[config.mk]
export PLATFORM = sky130hd
export DESIGN_NAME = sfm_fp_minmax_upd_queue
export DESIGN_NICKNAME = d
export VERILOG_FILES = /design/src/rtl/sfm_fp_minmax_upd_queue.sv
export SDC_FILE = /design/constraint.sdc
export NUM_CORES = 1
export LEC_CHECK = 0
export BUFFER_PORTS_ARGS = -buffer_cell sky130_fd_sc_hd__buf_4
export CAP_MARGIN = 30
export CORE_UTILIZATION = 50
export CTS_CLUSTER_DIAMETER = 30
export DETAILED_ROUTE_END_ITERATION = 10
export PLACE_DENSITY = 0.75
export SLEW_MARGIN = 5
export SYNTH_ARGS = -nofsm -noshare
export SYNTH_HDL_FRONTEND = slang
export SYNTH_SLANG_ARGS = --single-unit
[constraint.sdc]
create_clock -name clk_i -period 2.7 [get_ports clk_i]
set_input_delay 0.405 -clock clk_i [delete_from_list [all_inputs] [get_ports clk_i]]
set_output_delay 0.405 -clock clk_i [all_outputs]
set_load 0.03 [all_outputs]
[src/rtl/sfm_fp_minmax_upd_queue.sv]
// Queue of (old, new) running-extreme pairs feeding the softmax denominator-rescaling datapath.
// Optional tail-merge when full: define SFM_UPD_COALESCE_EN.

package fpnew_pkg;
  typedef enum logic [2:0] {
    FP32    = 3'd0,
    FP64    = 3'd1,
    FP16    = 3'd2,
    FP8     = 3'd3,
    FP16ALT = 3'd4,
    FP8ALT  = 3'd5
  } fp_format_e;

  function automatic int unsigned fp_width(fp_format_e fmt);
    case (fmt)
      FP32:    return 32;
      FP64:    return 64;
      FP16:    return 16;
      FP16ALT: return 16;
      default: return 8;
    endcase
  endfunction
endpackage

module sfm_fp_minmax_upd_queue #(
  parameter fpnew_pkg::fp_format_e FPFORMAT  = fpnew_pkg::FP16ALT,
  parameter int unsigned           DEPTH     = 2,
  parameter int unsigned           CNT_WIDTH = 16,
  localparam int unsigned          WIDTH     = fpnew_pkg::fp_width(FPFORMAT)
) (
  input  logic                 clk_i,
  input  logic                 rst_ni,
  input  logic                 clear_i,
  input  logic                 valid_i,
  output logic                 ready_o,
  input  logic                 new_flg_i,
  input  logic [WIDTH-1:0]     old_i,
  input  logic [WIDTH-1:0]     new_i,
  output logic                 upd_valid_o,
  input  logic                 upd_ready_i,
  output logic [WIDTH-1:0]     upd_old_o,
  output logic [WIDTH-1:0]     upd_new_o,
  output logic                 empty_o,
  output logic [CNT_WIDTH-1:0] upd_cnt_o
);

  localparam int unsigned      OCC_W    = $clog2(DEPTH + 1);
  localparam int unsigned      PTR_W    = (DEPTH > 1) ? $clog2(DEPTH) : 1;
  localparam logic [OCC_W-1:0] OCC_FULL = OCC_W'(DEPTH);
  localparam logic [PTR_W-1:0] PTR_LAST = PTR_W'(DEPTH - 1);

  logic [WIDTH-1:0]     old_q [DEPTH];
  logic [WIDTH-1:0]     old_d [DEPTH];
  logic [WIDTH-1:0]     new_q [DEPTH];
  logic [WIDTH-1:0]     new_d [DEPTH];
  logic [PTR_W-1:0]     wr_ptr_q, wr_ptr_d;
  logic [PTR_W-1:0]     rd_ptr_q, rd_ptr_d;
  logic [PTR_W-1:0]     tail_ptr;
  logic [OCC_W-1:0]     occ_q, occ_d;
  logic [CNT_WIDTH-1:0] cnt_q, cnt_d;

  logic full, empty, push, pop, merge, append;

  always_comb begin
    full     = (occ_q == OCC_FULL);
    empty    = (occ_q == '0);
    pop      = ~empty & upd_ready_i;
    tail_ptr = (wr_ptr_q == '0) ? PTR_LAST : wr_ptr_q - PTR_W'(1);

`ifdef SFM_UPD_COALESCE_EN
    // Only a lone, presented-but-unaccepted head (DEPTH=1) can block a merge.
    ready_o = ~new_flg_i | ~full | pop | (DEPTH > 1);
    push    = valid_i & ready_o & new_flg_i;
    // A full queue that pops this cycle takes the beat as an ordinary append.
    merge   = push & full & ~pop;
`else
    ready_o = ~new_flg_i | ~full;
    push    = valid_i & ready_o & new_flg_i;
    merge   = 1'b0;
`endif
    append = push & ~merge;

    old_d    = old_q;
    new_d    = new_q;
    wr_ptr_d = wr_ptr_q;
    rd_ptr_d = rd_ptr_q;
    occ_d    = occ_q;
    cnt_d    = cnt_q;

    if (append) begin
      old_d[wr_ptr_q] = old_i;
      new_d[wr_ptr_q] = new_i;
      wr_ptr_d        = (wr_ptr_q == PTR_LAST) ? '0 : wr_ptr_q + PTR_W'(1);
    end
    if (merge) begin
      new_d[tail_ptr] = new_i;
    end
    if (pop) begin
      rd_ptr_d = (rd_ptr_q == PTR_LAST) ? '0 : rd_ptr_q + PTR_W'(1);
    end

    case ({append, pop})
      2'b10:   occ_d = occ_q + OCC_W'(1);
      2'b01:   occ_d = occ_q - OCC_W'(1);
      default: occ_d = occ_q;
    endcase

    if (push && (cnt_q != '1)) begin
      cnt_d = cnt_q + CNT_WIDTH'(1);
    end

    // Clear mirrors reset exactly, overriding any push/pop this cycle.
    if (clear_i) begin
      for (int i = 0; i < DEPTH; i++) begin
        old_d[i] = '0;
        new_d[i] = '0;
      end
      wr_ptr_d = '0;
      rd_ptr_d = '0;
      occ_d    = '0;
      cnt_d    = '0;
    end
  end

  always_ff @(posedge clk_i or negedge rst_ni) begin
    if (!rst_ni) begin
      for (int i = 0; i < DEPTH; i++) begin
        old_q[i] <= '0;
        new_q[i] <= '0;
      end
      wr_ptr_q <= '0;
      rd_ptr_q <= '0;
      occ_q    <= '0;
      cnt_q    <= '0;
    end else begin
      for (int i = 0; i < DEPTH; i++) begin
        old_q[i] <= old_d[i];
        new_q[i] <= new_d[i];
      end
      wr_ptr_q <= wr_ptr_d;
      rd_ptr_q <= rd_ptr_d;
      occ_q    <= occ_d;
      cnt_q    <= cnt_d;
    end
  end

  assign upd_valid_o = ~empty;
  assign empty_o     = empty;
  assign upd_old_o   = old_q[rd_ptr_q];
  assign upd_new_o   = new_q[rd_ptr_q];
  assign upd_cnt_o   = cnt_q;

endmodule
==> results of run 1 <==
==> layout make-up <==
type | count | area, um2 | share of cell area [%]
sequential | 84 | 2100 | 43.4
multi-input combinational | 201 | 1630 | 33.6
timing repair buffer | 96 | 733 | 15.1
clock inverter | 7 | 128 | 2.63
clock buffer | 9 | 124 | 2.55
tap | 99 | 124 | 2.55
inverter | 2 | 7.51 | 0.155
==> worst min-delay path by stage <==
stage | endpoint | cells after the start | start
3_5_place_dp | new_q[9] | 1 | rst_ni
5_1_grt | new_q[30] | 1 | rst_ni
3_3_place_gp | new_q[9] | 1 | rst_ni
2_1_floorplan | new_q[0] | 0 | rst_ni
4_1_cts | new_q[29] | 1 | rst_ni
6_report | new_q[29] | 1 | rst_ni
==> per-stage QoR <==
step | total power [mW] | area (um2) | hold WS, ns
after floorplan | 1.53 | 3810 | 0.109
after global placement | 1.68 | 4600 | 0.464
after detailed placement | 1.69 | 4600 | 0.464
after CTS | 2.81 | 4850 | 0.0683
after global routing | 2.89 | 4850 | 0.100
final | 2.78 | 4850 | 0.0691
==> routing by layer <==
metal	track usage, %	up-vias
li1	-	1336
met1	33.4	1484
met2	33.1	88
met3	4.16	12
met4	8.51	0
met5	0	-
==> synth_stat cells (4+ instances only) <==
master    instances  area share [%]
dfrtp_1          84              55
a22o_1           64              15
mux2_2           39              12
nor2_1           17             1.7
clkbuf_1         16             1.6
nor2b_1          11             1.8
nand2_1           9            0.89
a21oi_1           8             1.1
buf_2             8             1.1
nand4_1           5            0.82
mux2_1            4             1.2
nor3_1            4            0.53
==> sequential cells by signal, summed over array words and instances (netlist names) <==
signal     cells
new_q         32
occ_q          2
rd_ptr_q       1
old_q         32
wr_ptr_q       1
upd_cnt_o     16
==> kinds of logic after synthesis <==
kind of cell,share of synthesized area (%)
AOI/OAI and AO/OA,17.7
buffers and inverters,2.82
DFF,55.2
muxes,13.2
adders and majority gates,0.328
xor gates and xnor gates,0.690
and+or+nand+nor,10.1
==> worst register-to-register path, delay by kind of cell, from the launching register on <==
family        cells  cell delay [ns]
mux               1             0.36
fa+ha+maj         1             0.20
simple gates      3             0.92
flops             1             0.41
==> power groups by stage <==
stage                     Combinational [mW]  Clock, mW  Sequential [mW]
final                                  0.341       1.12             1.32
after global routing                   0.367       1.20             1.33
after CTS                              0.345       1.14             1.32
after detailed placement               0.343          0             1.35
after global placement                 0.341          0             1.34
after floorplan                        0.187          0             1.34
==> qor.csv, run 1 <==
metric;value;unit
first_iter_violations;116;
cp-startpoint;rd_ptr_q;
die_w;89.3;um
met1_length;4.14;mm
grt-ovfl-total;0;
syn_area;3810;um2
p_int;2.07;mW
vdd_drop_max;317;uV
vias;2920;
synth_ff_type;dfrtp_1;
core.rowCount;31;
yosysWarnings;0;
antenna_found_initial;0;
critical_path.slowest_cell;dfrtp_1;
p_leak;2.38;nW
reg2regPathDepth;5;
fin_setup_tns;0;ns
cts_root_buf;clkbuf_8;
post_cts.repair.setup_buffers;0;
crit_top_cell;buf_4;
p_comb_share;12.3;%
ant_nets;0;
crit_type;register to primary output;
syn_area_per_cell;12.3;um2
endpoint;upd_old_o[15];
path_cells;buf_4, mux2_2, buf_4;
cp.arrival;1.79;ns
wl;8.64;mm
p_sw_share;25.5;%
fin_nets;433;
start_kind;register;
initial_utilization;52.3;%
wl_per_cell;17.3;um
critPathMaxStageDelay;0.44;ns
end_kind;primary output;
die_y;89.3;um
crit_path_max_fanout;30;
dp_slack;0.723;ns
synthesis.nets;350;
dp.cells;482;
grt_start_max_net_pins;48;
finClkSkew;0.0148;ns
layout_commonest_cell;buf_4;
outcome;complete, no violations;
ys_seq_area_share;55.2;%
maxSlewViolCount;0;
grt_pass1_vias;2755;
synthCells;311;
cp.required;2.30;ns
cts_sinks;84;
cts_hold_buf;0;
synth_enable_flop_cells;0;
fill_cells;583;
place_hpwl;5.48;mm
viasPerCell;5.86;
crit_buf_inv;2;
drv_cap;0;
hold_violations;0;
async_flop_share;100;%
layout-drive-gt1-share;39.1;%
fin_crit_sh;81.3;%
path_clk_slew;0.10;ns
power.share.clock;40.2;%
rsz0062_at_grt;false;
wl_met2;3.90;mm
highest_layer;met4;
fmax;456;MHz
finalWeightedCongestion;0.790;
tightestPinTransition;0.631;ns
powerDensity;573;nW/um2
finalNonFillerCells;498;
diodes;0;
min_path_type;primary input to asynchronous set/reset pin;
cts_made_buffers;9;
cts_tree;built;
route.met3.wl;472;um
areaGrowthSynthToFinish;27.2;%
rrSetupSlack;0.70;ns
pwr-share-seq;47.5;%
dieArea;7980;um2
grt_pass1_wl;13.6;mm
top_level_ports;89;
synth_seq_cells;84;
setup_viol;0;
insertion_delay;0.36;ns
post-route-min-period;2.19;ns
drc;0;
r2r-end;upd_cnt_o[14];
maxSlewHeadroom;58.0;%
synth_cell_types;35;
ctsResizeCount;0;
switchingPower;0.708;mW
worst-path-stages;3;
most-common-layout-cells;buf_4 (95), dfrtp_1 (84), a22o_1 (64);
cts_max_path_buffers;2;
grt_use_total;22.6;%
setup_ws;0.506;ns
drt-pass1-iter-count;4;
cp_top_family;buffers and inverters;
reg2reg_from;upd_cnt_o[1];
core_area;7290;um2
portBuffers;88;
cts_max_level;3;
fin_util;66.5;%
No activity file was read; power rests on OpenSTA's default activity.
==> inputs of run 2 (changes only) <==
CORE_UTILIZATION = 48   (was 50)
clock period = 1.85 ns   (was 2.7 ns; I/O delays follow)
==> qor.csv, run 2 (synthesis results as in run 1) <==
metric;value;unit
outcome;complete, no violations;
grt_start_max_net_pins;43;
dp_slack;-0.00948;ns
antenna_found_initial;0;
areaGrowthSynthToFinish;30.3;%
setup_ws;0.0574;ns
cts_sinks;84;
rrSetupSlack;0.09;ns
cts_max_level;3;
ant_nets;0;
crit_type;register to primary output;
wl_per_cell;17.5;um
viasPerCell;5.71;
layout-drive-gt1-share;42.6;%
initial_utilization;49.6;%
p_int;2.78;mW
reg2reg_from;upd_cnt_o[1];
wl;8.98;mm
cp.required;1.57;ns
top_level_ports;89;
p_comb_share;14.0;%
die_w;91.1;um
powerDensity;756;nW/um2
first_iter_violations;58;
maxSlewViolCount;0;
core_area;7690;um2
drc;0;
p_sw_share;26.0;%
tightestPinTransition;0.453;ns
insertion_delay;0.35;ns
endpoint;upd_old_o[9];
fmax;558;MHz
vias;2931;
cts_max_path_buffers;2;
die_y;91.1;um
diodes;0;
drt-pass1-iter-count;4;
most-common-layout-cells;buf_4 (104), dfrtp_1 (82), a22o_1 (64);
vdd_drop_max;382;uV
pwr-share-seq;51.3;%
portBuffers;88;
crit_path_max_fanout;28;
reg2regPathDepth;6;
cts_tree;built;
start_kind;register;
finClkSkew;0.0121;ns
setup_viol;0;
dieArea;8300;um2
post-route-min-period;1.79;ns
switchingPower;0.976;mW
min_path_type;primary input to register;
cts_made_buffers;9;
layout_commonest_cell;buf_4;
power.share.clock;34.7;%
fin_crit_sh;96.9;%
fin_nets;446;
grt_use_total;22.8;%
post_cts.repair.setup_buffers;0;
maxSlewHeadroom;69.8;%
grt_pass1_vias;2993;
r2r-end;upd_cnt_o[9];
cts_root_buf;clkbuf_8;
core.rowCount;32;
grt-ovfl-total;0;
finalWeightedCongestion;0.832;
p_leak;2.43;nW
rsz0062_at_grt;true;
whs;0.146;ns
grt_pass1_wl;14.8;mm
power;3.75;mW
hold_violations;0;
place_hpwl;5.84;mm
cp.arrival;1.52;ns
path_clk_slew;0.08;ns
end_kind;primary output;
drv_cap;0;
cp-startpoint;rd_ptr_q;
## run 2: changes by cell type in the layout (fill, tap and decap cells not counted), sizes merged
cell	previous run	this run
buf	96	108
bufinv	3	1
inv	6	3
dlygate4sd3	0	1
clkinv	0	2
clkbuf	9	11
## run 2: area by class of cell
class / count / area, um2
Fill cell: 648 / 2720
Sequential cell: 84 / 2100
Multi-Input combinational cell: 201 / 1670
Timing Repair Buffer: 109 / 871
Clock buffer: 11 / 141
Tap cell: 102 / 128
Clock inverter: 4 / 48.8
Inverter: 2 / 7.51
## run 2: repair_timing
action,CTS,global route
hold buffers,1,0
setup endpoints to repair,2,5
resized for setup,1,4
hold endpoints to repair,32,0
## run 2: through the flow
stage                     util [%]  std cells  TNS (ns)  area [um2]
after floorplan                  -        311         0        3830
after global placement        61.7        497         0        4740
after detailed placement      61.7        497  -0.00948        4740
after CTS                     64.4        513         0        4950
after global routing          64.6        513  -0.00387        4970
final                         64.6        513         0        4970
## run 2: power by group through the flow
stage               Clock, mW  Combinational (mW)  Sequential, mW
finish                   1.30               0.525            1.93
global route             1.40               0.566            1.93
CTS                      1.33               0.532            1.93
detailed placement          0               0.528            1.96
global placement            0               0.521            1.96
floorplan                   0               0.273            1.96
## run 2: critical path, stage by stage, from the launching register on
cell,delay [ns]
dfrtp_1,0.40
buf_12,0.21
mux2_2,0.37
buf_4,0.17
## run 2: worst min path at each step
stage | from | end | slack, ns | cells past startpoint
5_1_grt | old_i[3] | old_q[19] | 0.13 | 2
3_5_place_dp | rst_ni | old_q[23] | 0.26 | 1
3_3_place_gp | rst_ni | old_q[10] | 0.26 | 1
4_1_cts | old_i[3] | old_q[3] | 0.14 | 2
2_1_floorplan | rst_ni | new_q[0] | -0.02 | 0
6_report | old_i[3] | old_q[3] | 0.15 | 2
## run 2: metal layers
| layer | track usage, % | vias to the layer above | part of all wire (%) | routed length, um |
|---|---|---|---|---|
| li1 | - | 1362 | - | - |
| met1 | 31.4 | 1491 | 47 | 4180 |
| met2 | 36.1 | 66 | 49 | 4390 |
| met3 | 4.36 | 12 | 2.9 | 264 |
| met4 | 8.47 | 0 | 1.6 | 144 |
| met5 | 0 | - | 0 | 0 |
==> inputs of run 3 (changes only) <==
RECOVER_POWER = 25   (was unset)
==> qor.csv, run 3 (synthesis results as in run 1) <==
metric;value;unit
drt-pass1-iter-count;4;
post_cts.repair.setup_buffers;0;
critical_path.slowest_cell;dfrtp_1;
path_clk_slew;0.08;ns
final_cell_area;4950;um2
fmax;559;MHz
multi_input_area;1670;um2
setup_ws;0.0614;ns
post-route-min-period;1.79;ns
cts_made_buffers;9;
areaGrowthSynthToFinish;29.8;%
grt-ovfl-total;0;
cts_sinks;84;
setup_viol;0;
most-common-layout-cells;buf_4 (103), dfrtp_1 (82), a22o_1 (64);
grt_start_max_net_pins;43;
cp.arrival;1.51;ns
drv_cap;0;
fin_crit_sh;96.7;%
tightestPinTransition;0.840;ns
dieArea;8300;um2
fill_cells;651;
dp.cells;497;
top_level_ports;89;
busiest_layer;met2;
cts_max_level;3;
die_y;91.1;um
die_w;91.1;um
grt_pass1_vias;2993;
postPlaceCellArea;4740;um2
initial_utilization;49.6;%
grt_pass1_wl;14.8;mm
insertion_delay;0.34;ns
grt_util_met1;31.4;%
dp_slack;-0.00948;ns
core_area;7690;um2
layout-drive-gt1-share;42.6;%
place_hpwl;5.84;mm
path_cells;buf_12, mux2_2, buf_4;
crit_type;register to primary output;
vdd_drop_max;379;uV
outcome;complete, no violations;
critPathMaxStageDelay;0.40;ns
first_iter_violations;78;
viasPerCell;5.78;
cts_root_buf;clkbuf_8;
p_leak;2.43;nW
diodes;0;
cts_tree;built;
antenna_found_initial;0;
drc;0;
reg2regPathDepth;6;
min_path_cells;2;
core.rowCount;32;
finalWeightedCongestion;0.832;
wl_per_cell;17.5;um
vias;2963;
grt_use_total;22.8;%
start_kind;register;
r2r-end;upd_cnt_o[9];
cp.required;1.57;ns
met3_usage;4.36;%
rsz0062_at_grt;true;
reg2reg_from;upd_cnt_o[1];
end_kind;primary output;
min_from;old_i[3];
min_path_type;primary input to register;
holdPathEnd;old_q[3];
portBuffers;88;
maxSlewHeadroom;44.0;%
ant_nets;0;
crit_path_max_fanout;28;
rrSetupSlack;0.09;ns
layout_commonest_cell;buf_4;
finalNonFillerCells;513;
met2_usage;36.1;%
cts_max_path_buffers;2;
wl;8.98;mm
powerDensity;756;nW/um2
maxSlewViolCount;0;
finClkSkew;0.0114;ns
register_area;2100;um2
fin_nets;446;
hold_violations;0;
-- run 3: cell types whose count changed in the layout (fill, tap and decap cells not counted), sizes merged --
cell and change:
clkbuf +2, buf -2
-- run 3: final cells by class --
cell class / instances / area share [%]
sequential: 84 / 42.5
inverter: 2 / 0.152
multi-input combinational: 201 / 33.7
tap: 102 / 2.58
timing repair buffer: 109 / 17.2
clock inverter: 4 / 0.986
clock buffer: 11 / 2.86
-- run 3: timing repair --
item                                    CTS  global route
hold buffers                              1             0
endpoints found under the hold margin    32             0
gates resized for setup                   1             4
gates cloned                              0             0
endpoints found under the setup margin    2             5
-- run 3: routing by layer --
layer	share of wire [%]	up-vias	wire, um
met5	0	-	0
met4	1.2	0	104
met3	3.3	9	295
met2	50	71	4450
met1	46	1519	4130
li1	-	1364	-
-- run 3: how the worst max path moves through the flow --
stage | startpoint | endpoint | slack, ns | cells after the start
3_5_place_dp | upd_cnt_o[1] | upd_cnt_o[6] | -0.009 | 5
4_1_cts | occ_q[0] | upd_cnt_o[15] | 0.04 | 4
3_3_place_gp | occ_q[1] | upd_cnt_o[4] | 0.07 | 4
6_report | rd_ptr_q | upd_old_o[9] | 0.06 | 3
2_1_floorplan | upd_cnt_o[0] | upd_cnt_o[4] | 0.004 | 6
5_1_grt | rst_ni | new_q[19] | -0.004 | 3
-- run 3: critical path: cells and delay by family, from the launching register on --
family	cells	cell delay [ns]
flip-flops	1	0.40
buffers and inverters	2	0.38
multiplexers	1	0.37
-- run 3: power by group --
part	internal [mW]	switching, mW	leakage [nW]
combinational	0.227	0.293	1.17
sequential	1.89	0.0365	1.16
clock	0.655	0.638	0.0996
-- run 3: through the flow --
stage	hold WS [ns]	setup TNS (ns)	power [mW]	util, %
after floorplan	-0.0181	0	2.23	-
after global placement	0.262	0	2.48	61.7
after detailed placement	0.262	-0.00948	2.49	61.7
after CTS	0.138	0	3.78	64.4
after global routing	0.129	-0.00387	3.89	64.4
final	0.154	0	3.74	64.4
